<file path="src/rtl/key_debounce_array.sv">
// Multi-channel button debouncer with press/release/long-press pulses for the front panel.
// Define KEY_AUTO_REPEAT_EN to build the auto-repeat logic; otherwise repeat_pulse is tied to 0.
module key_debounce_array #(
    parameter int CHANNELS    = 4,
    parameter int TICK_CYCLES = 50000,
    parameter int DEBOUNCE_MS = 20,
    parameter int LONG_MS     = 1000,
    parameter int REPEAT_MS   = 200,
    parameter bit IDLE_LEVEL  = 1'b1
) (
    input  logic                clk,
    input  logic                rst,
    input  logic [CHANNELS-1:0] button_in,
    output logic [CHANNELS-1:0] button_state,
    output logic [CHANNELS-1:0] press_pulse,
    output logic [CHANNELS-1:0] release_pulse,
    output logic [CHANNELS-1:0] long_pulse,
    output logic [CHANNELS-1:0] repeat_pulse,
    output logic                any_event
);

    localparam int              PW       = (TICK_CYCLES > 1) ? $clog2(TICK_CYCLES) : 1;
    localparam logic [PW-1:0]   PRE_LAST = PW'(TICK_CYCLES - 1);
    localparam logic [7:0]      DB_LAST  = 8'(DEBOUNCE_MS - 1);
    localparam logic [15:0]     LONG_H   = 16'(LONG_MS);

    if (DEBOUNCE_MS < 2 || DEBOUNCE_MS > 256 || LONG_MS <= DEBOUNCE_MS ||
        REPEAT_MS < 1 || TICK_CYCLES < 1) begin : g_param_check
        $error("key_debounce_array: illegal parameter set");
    end

    typedef enum logic [1:0] {S_IDLE, S_HELD, S_LONG} key_state_t;

    function automatic logic [15:0] sat_inc(input logic [15:0] v);
        return (v == 16'hFFFF) ? v : v + 16'd1;
    endfunction

    logic [PW-1:0]       pre_cnt;
    logic                tick;
    logic [CHANNELS-1:0] sync_p0, sync_p1, norm, norm_p2;
    logic [7:0]          db_cnt  [CHANNELS];
    logic [7:0]          db_nxt  [CHANNELS];
    logic [15:0]         h_cnt   [CHANNELS];
    logic [15:0]         h_nxt   [CHANNELS];
    key_state_t          fsm     [CHANNELS];
    key_state_t          fsm_nxt [CHANNELS];
    logic [CHANNELS-1:0] state_nxt, acc_press, acc_rel;
    logic [CHANNELS-1:0] press_nxt, release_nxt, long_nxt;
    logic                any_nxt;

`ifdef KEY_AUTO_REPEAT_EN
    localparam logic [15:0] REP_H = 16'(REPEAT_MS);
    logic [CHANNELS-1:0] repeat_nxt;
`else
    assign repeat_pulse = '0;
`endif

    assign tick = (pre_cnt == PRE_LAST);
    assign norm = sync_p1 ^ {CHANNELS{IDLE_LEVEL}};

    always_ff @(posedge clk) begin
        if (rst) pre_cnt <= '0;
        else     pre_cnt <= tick ? '0 : pre_cnt + 1'b1;
    end

    always_comb begin
        state_nxt   = button_state;
        acc_press   = '0;
        acc_rel     = '0;
        press_nxt   = '0;
        release_nxt = '0;
        long_nxt    = '0;
`ifdef KEY_AUTO_REPEAT_EN
        repeat_nxt  = '0;
`endif
        for (int i = 0; i < CHANNELS; i++) begin
            db_nxt[i]  = db_cnt[i];
            h_nxt[i]   = h_cnt[i];
            fsm_nxt[i] = fsm[i];

            // Debounce: any disagreement must survive DEBOUNCE_MS ticks without a change.
            if (norm[i] == button_state[i] || norm[i] != norm_p2[i]) begin
                db_nxt[i] = 8'd0;
            end else if (tick) begin
                if (db_cnt[i] == DB_LAST) begin
                    db_nxt[i]    = 8'd0;
                    state_nxt[i] = norm[i];
                    acc_press[i] = norm[i];
                    acc_rel[i]   = ~norm[i];
                end else begin
                    db_nxt[i] = db_cnt[i] + 8'd1;
                end
            end

            if (acc_rel[i]) begin
                release_nxt[i] = 1'b1;
                h_nxt[i]       = 16'd0;
                fsm_nxt[i]     = S_IDLE;
            end else begin
                case (fsm[i])
                    S_IDLE: if (acc_press[i]) begin
                        press_nxt[i] = 1'b1;
                        h_nxt[i]     = 16'd0;
                        fsm_nxt[i]   = S_HELD;
                    end
                    S_HELD: if (tick) begin
                        if (sat_inc(h_cnt[i]) == LONG_H) begin
                            long_nxt[i] = 1'b1;
                            h_nxt[i]    = 16'd0;
                            fsm_nxt[i]  = S_LONG;
                        end else begin
                            h_nxt[i] = sat_inc(h_cnt[i]);
                        end
                    end
                    S_LONG: begin
`ifdef KEY_AUTO_REPEAT_EN
                        if (tick) begin
                            if (sat_inc(h_cnt[i]) == REP_H) begin
                                repeat_nxt[i] = 1'b1;
                                h_nxt[i]      = 16'd0;
                            end else begin
                                h_nxt[i] = sat_inc(h_cnt[i]);
                            end
                        end
`endif
                    end
                    default: fsm_nxt[i] = S_IDLE;
                endcase
            end
        end
`ifdef KEY_AUTO_REPEAT_EN
        any_nxt = |{press_nxt, release_nxt, long_nxt, repeat_nxt};
`else
        any_nxt = |{press_nxt, release_nxt, long_nxt};
`endif
    end

    always_ff @(posedge clk) begin
        if (rst) begin
            sync_p0       <= {CHANNELS{IDLE_LEVEL}};
            sync_p1       <= {CHANNELS{IDLE_LEVEL}};
            norm_p2       <= '0;
            button_state  <= '0;
            press_pulse   <= '0;
            release_pulse <= '0;
            long_pulse    <= '0;
            any_event     <= 1'b0;
            for (int i = 0; i < CHANNELS; i++) begin
                db_cnt[i] <= 8'd0;
                h_cnt[i]  <= 16'd0;
                fsm[i]    <= S_IDLE;
            end
        end else begin
            sync_p0       <= button_in;
            sync_p1       <= sync_p0;
            norm_p2       <= norm;
            button_state  <= state_nxt;
            press_pulse   <= press_nxt;
            release_pulse <= release_nxt;
            long_pulse    <= long_nxt;
            any_event     <= any_nxt;
            for (int i = 0; i < CHANNELS; i++) begin
                db_cnt[i] <= db_nxt[i];
                h_cnt[i]  <= h_nxt[i];
                fsm[i]    <= fsm_nxt[i];
            end
        end
    end

`ifdef KEY_AUTO_REPEAT_EN
    always_ff @(posedge clk) begin
        if (rst) repeat_pulse <= '0;
        else     repeat_pulse <= repeat_nxt;
    end
`endif

endmodule

</file>
<file path="config.mk">
export PLATFORM = sky130hd
export DESIGN_NAME = key_debounce_array
export DESIGN_NICKNAME = d
export VERILOG_FILES = /design/src/rtl/key_debounce_array.sv
export SDC_FILE = /design/constraint.sdc
export NUM_CORES = 1
export LEC_CHECK = 0
export ABC_AREA = 0
export BUFFER_PORTS_ARGS = -buffer_cell sky130_fd_sc_hd__buf_2
export CAP_MARGIN = 20
export CORE_UTILIZATION = 57
export DETAILED_ROUTE_END_ITERATION = 8
export PLACE_DENSITY = 0.75
export SLEW_MARGIN = 0
export SYNTH_ARGS = -nofsm -noshare
export SYNTH_HDL_FRONTEND = slang
export SYNTH_SLANG_ARGS = --single-unit
export TNS_END_PERCENT = 50
</file>
<file path="constraint.sdc">
create_clock -name clk -period 2.8 [get_ports clk]
set_input_delay 0.56 -clock clk [delete_from_list [all_inputs] [get_ports clk]]
set_output_delay 0.56 -clock clk [all_outputs]
set_load 0.1 [all_outputs]
</file>
==> results.sh <==
export IMPL_r2r_start="h_cnt[3][0]"
export IMPL_worstPathMaxFanout=6
export IMPL_power_w=0.00459
export IMPL_synthArstFlopShare_pct=0
export IMPL_synth_edff_count=0
export IMPL_hold_path_cell_count=2
export IMPL_netlist_top_cell_by_area="dfxtp_1"
export IMPL_yosysWarnings=0
export IMPL_worstHoldPathType="input port to register"
export IMPL_worst_slew_pin_slew_ns=0.821
export IMPL_fin_crit_sh_pct=94.7
export IMPL_arrival_ns=3.00
export IMPL_cts_made_buffers=17
export IMPL_cp_slowest_cell="or4_4"
export IMPL_maxCapViolCount=0
export IMPL_tns_ns=0
export IMPL_worst_path_buf_inv=0
export IMPL_avgRoutedWirePerCell_um=15.6
export IMPL_grt_pass1_wl_mm=33.6
export IMPL_via_per_inst=6.14
export IMPL_cts_sinks=149
export IMPL_clk_latency_ns=0.43
export IMPL_hold_viol_final=0
export IMPL_antenna_found_initial=0
export IMPL_yosys_register_bits=149
export IMPL_final_core_util_pct=68.1
export IMPL_grt_overflow_total=0
export IMPL_hold_path_endpoint="sync_p0[2]"
export IMPL_hold_slack_ns=0.314
export IMPL_worstReg2RegEnd="any_event"
export IMPL_synthDistinctLibCells=71
export IMPL_synth_area_leaders="dfxtp_1 (36%), nor2_1 (5.9%), nand2_1 (4.4%), xnor2_1 (4.0%), xor2_1 (3.7%)"
export IMPL_critPathTopFamily="simple AND/OR/NAND/NOR gates"
export IMPL_final_nets=1114
export IMPL_fin_ws_ns=0.148
export IMPL_start_util_pct=58.9
export IMPL_synth_top_area_share_pct=36.1
export IMPL_peakVddDrop_mv=0.449
export IMPL_n_antenna_cell=0
export IMPL_synth_common_cells="dfxtp_1 (149), nor2_1 (129), nand2_1 (97), a21oi_1 (52), nand3_1 (49)"
export IMPL_fmax_ghz=0.377
export IMPL_finalSetupViolCount=0
export IMPL_syn_inst=1034
export IMPL_syn_area_per_cell_um2=8.00
export IMPL_finalWirelength_mm=20.1
export IMPL_num_io_pins=27
export IMPL_max_clock_path_buffers=2
export IMPL_dp_hpwl_mm=14.3
export IMPL_r2r_slack_ns=0.15
export IMPL_fin_crit_ns=2.65
export IMPL_max_stage_delay_ns=0.57
export IMPL_cp_start_kind="register"
export IMPL_min_from="button_in[2]"
export IMPL_yosysMostFrequentCell="dfxtp_1"
export IMPL_core_area_mm2=0.0140
export IMPL_clk_pin_slew_worst_paths_ns=0.06
export IMPL_drt_initial_drc_count=661
export IMPL_grt_pass1_vias=6994
export IMPL_p_leak_nw=3.19
export IMPL_io_buffers=22
export IMPL_track_usage_pct=27.9
export IMPL_ant_nets=0
export IMPL_required_ns=3.15
export IMPL_area_growth_pct=15.6
export IMPL_die_w_um=122
export IMPL_grt_max_degree=33
export IMPL_cts_max_level=4
export IMPL_yosysSeqAreaShare_pct=36.1
export IMPL_hold_buffers=0
export IMPL_cts_tree="yes"
export IMPL_num_vias=7927
export IMPL_path_class="register to register"
export IMPL_drc=0
export IMPL_drive_above_1_share_pct=15.2
export IMPL_cp_num_cells=8
export IMPL_crit_chain="ha_1 > nand2_1 > or3_1 > a2111oi_1 > o211ai_1 > or4_4 > a21boi_0 > a41oi_1"
export IMPL_place_ws_ns=0.130
export IMPL_dr_pass1_iters=5
export IMPL_timing_slew_headroom_pct=45.2
export IMPL_rows=43
export IMPL_post_cts_buffers=0
export IMPL_p_per_area_mw_per_mm2=480
export IMPL_synth_area_mm2=0.00827
export IMPL_gp_congestion=0.967
export IMPL_cp_end_kind="register"
export IMPL_outcome="finished clean"
export IMPL_finClkSkew_ns=0.00728
export IMPL_die_area_mm2=0.0150
export IMPL_r2r_cells=8
export IMPL_rsz0062_at_grt="false"
export IMPL_synth_flop_cell="dfxtp_1"
export IMPL_cts_repair_resize_count=0
export IMPL_die_y_um=122
export IMPL_nFillCells=1183
export IMPL_slew_violations=0
export IMPL_clockRootBuffer="clkbuf_16"
-- layout make-up --
cell class / count / area (um^2) / share of cell area, %
well taps: 180 / 225 / 2.35
clock buffers: 18 / 439 / 4.59
inverters: 25 / 93.8 / 0.981
flip-flops and latches: 149 / 2980 / 31.2
repair buffers: 95 / 671 / 7.01
clock inverters: 14 / 175 / 1.83
multi-input cells: 811 / 4980 / 52.1
-- sequential cells by signal, indices dropped and copies added, names as in the netlist --
| signal | cells |
|---|---|
| h_cnt | 64 |
| sync_p1 | 4 |
| db_cnt | 32 |
| release_pulse | 4 |
| fsm | 8 |
| any_event | 1 |
| pre_cnt | 16 |
| button_state | 4 |
| norm_p2 | 4 |
| press_pulse | 4 |
| long_pulse | 4 |
| sync_p0 | 4 |
-- power by group --
group / total (W) / internal (W) / switching (W)
Combinational: 0.0000853 / 0.0000227 / 0.0000626
Sequential: 0.00214 / 0.00213 / 0.00000805
Clock: 0.00237 / 0.00143 / 0.000936
Total: 0.00459 / 0.00359 / 0.00101
-- worst register-to-register path, cell delays in order, from the launching register on --
cell and delay, ns:
dfxtp_1 0.38, ha_1 0.20, nand2_1 0.13, or3_1 0.46, a2111oi_1 0.30, o211ai_1 0.18
or4_4 0.57, a21boi_0 0.15, a41oi_1 0.20
-- cell usage in the layout, fill, tap and decap left out, types with 5 or more instances in the layout --
cell type,instances
and2_1,9
xnor2_1,38
and3_1,19
ha_1,9
a311oi_1,7
a211oi_1,20
nand2_1,96
a31oi_1,16
o31ai_1,5
clkbuf_16,17
nor3b_1,5
buf_4,72
nor2b_1,6
xor2_1,35
buf_2,22
o21ai_0,36
a21oi_1,52
o22ai_1,8
nand4_1,43
nor4b_1,6
nand3_1,49
nand3b_1,6
inv_1,25
or2_2,16
nand2b_1,15
a41oi_1,5
mux2i_1,9
nor4_1,19
or4_1,9
nor3_1,27
and4_1,13
dfxtp_1,149
or3_1,17
nor2_1,129
o211ai_1,6
-- worst max-delay path by stage --
stage                     start      endpoint
CTS                 h_cnt[3][0]     any_event
detailed placement  h_cnt[3][0]     any_event
global placement    h_cnt[3][0]     any_event
floorplan           h_cnt[2][0]  h_cnt[2][10]
global route        h_cnt[2][0]   h_cnt[2][5]
finish              h_cnt[3][0]     any_event
-- layer usage --
metal / track usage (%) / wire length, um / up-vias
li1: - / - / 3919
met1: 38.8 / 9430 / 3730
met5: 0 / 0 / -
met4: 8.69 / 267 / 0
met3: 5.86 / 1220 / 30
met2: 43.1 / 9230 / 248
-- logic make-up after synthesis --
family                     Yosys count  synth area share (%)
muxes                               13                  1.63
AOI/OAI and AO/OA                  199                  16.0
DFF                                149                  36.1
xor gates and xnor gates            73                  7.73
other                                1                0.0453
buffers and inverters               77                  4.14
adders and majority gates            9                  1.36
and+or+nand+nor                    513                  33.1
-- per-stage QoR --
stage               std cells  cell area [um^2]
floorplan                1037              8290
global placement         1260              8940
detailed placement       1260              8940
CTS                      1292              9550
global route             1292              9570
finish                   1292              9570
Note: power is estimated with default switching activity, not from simulation.
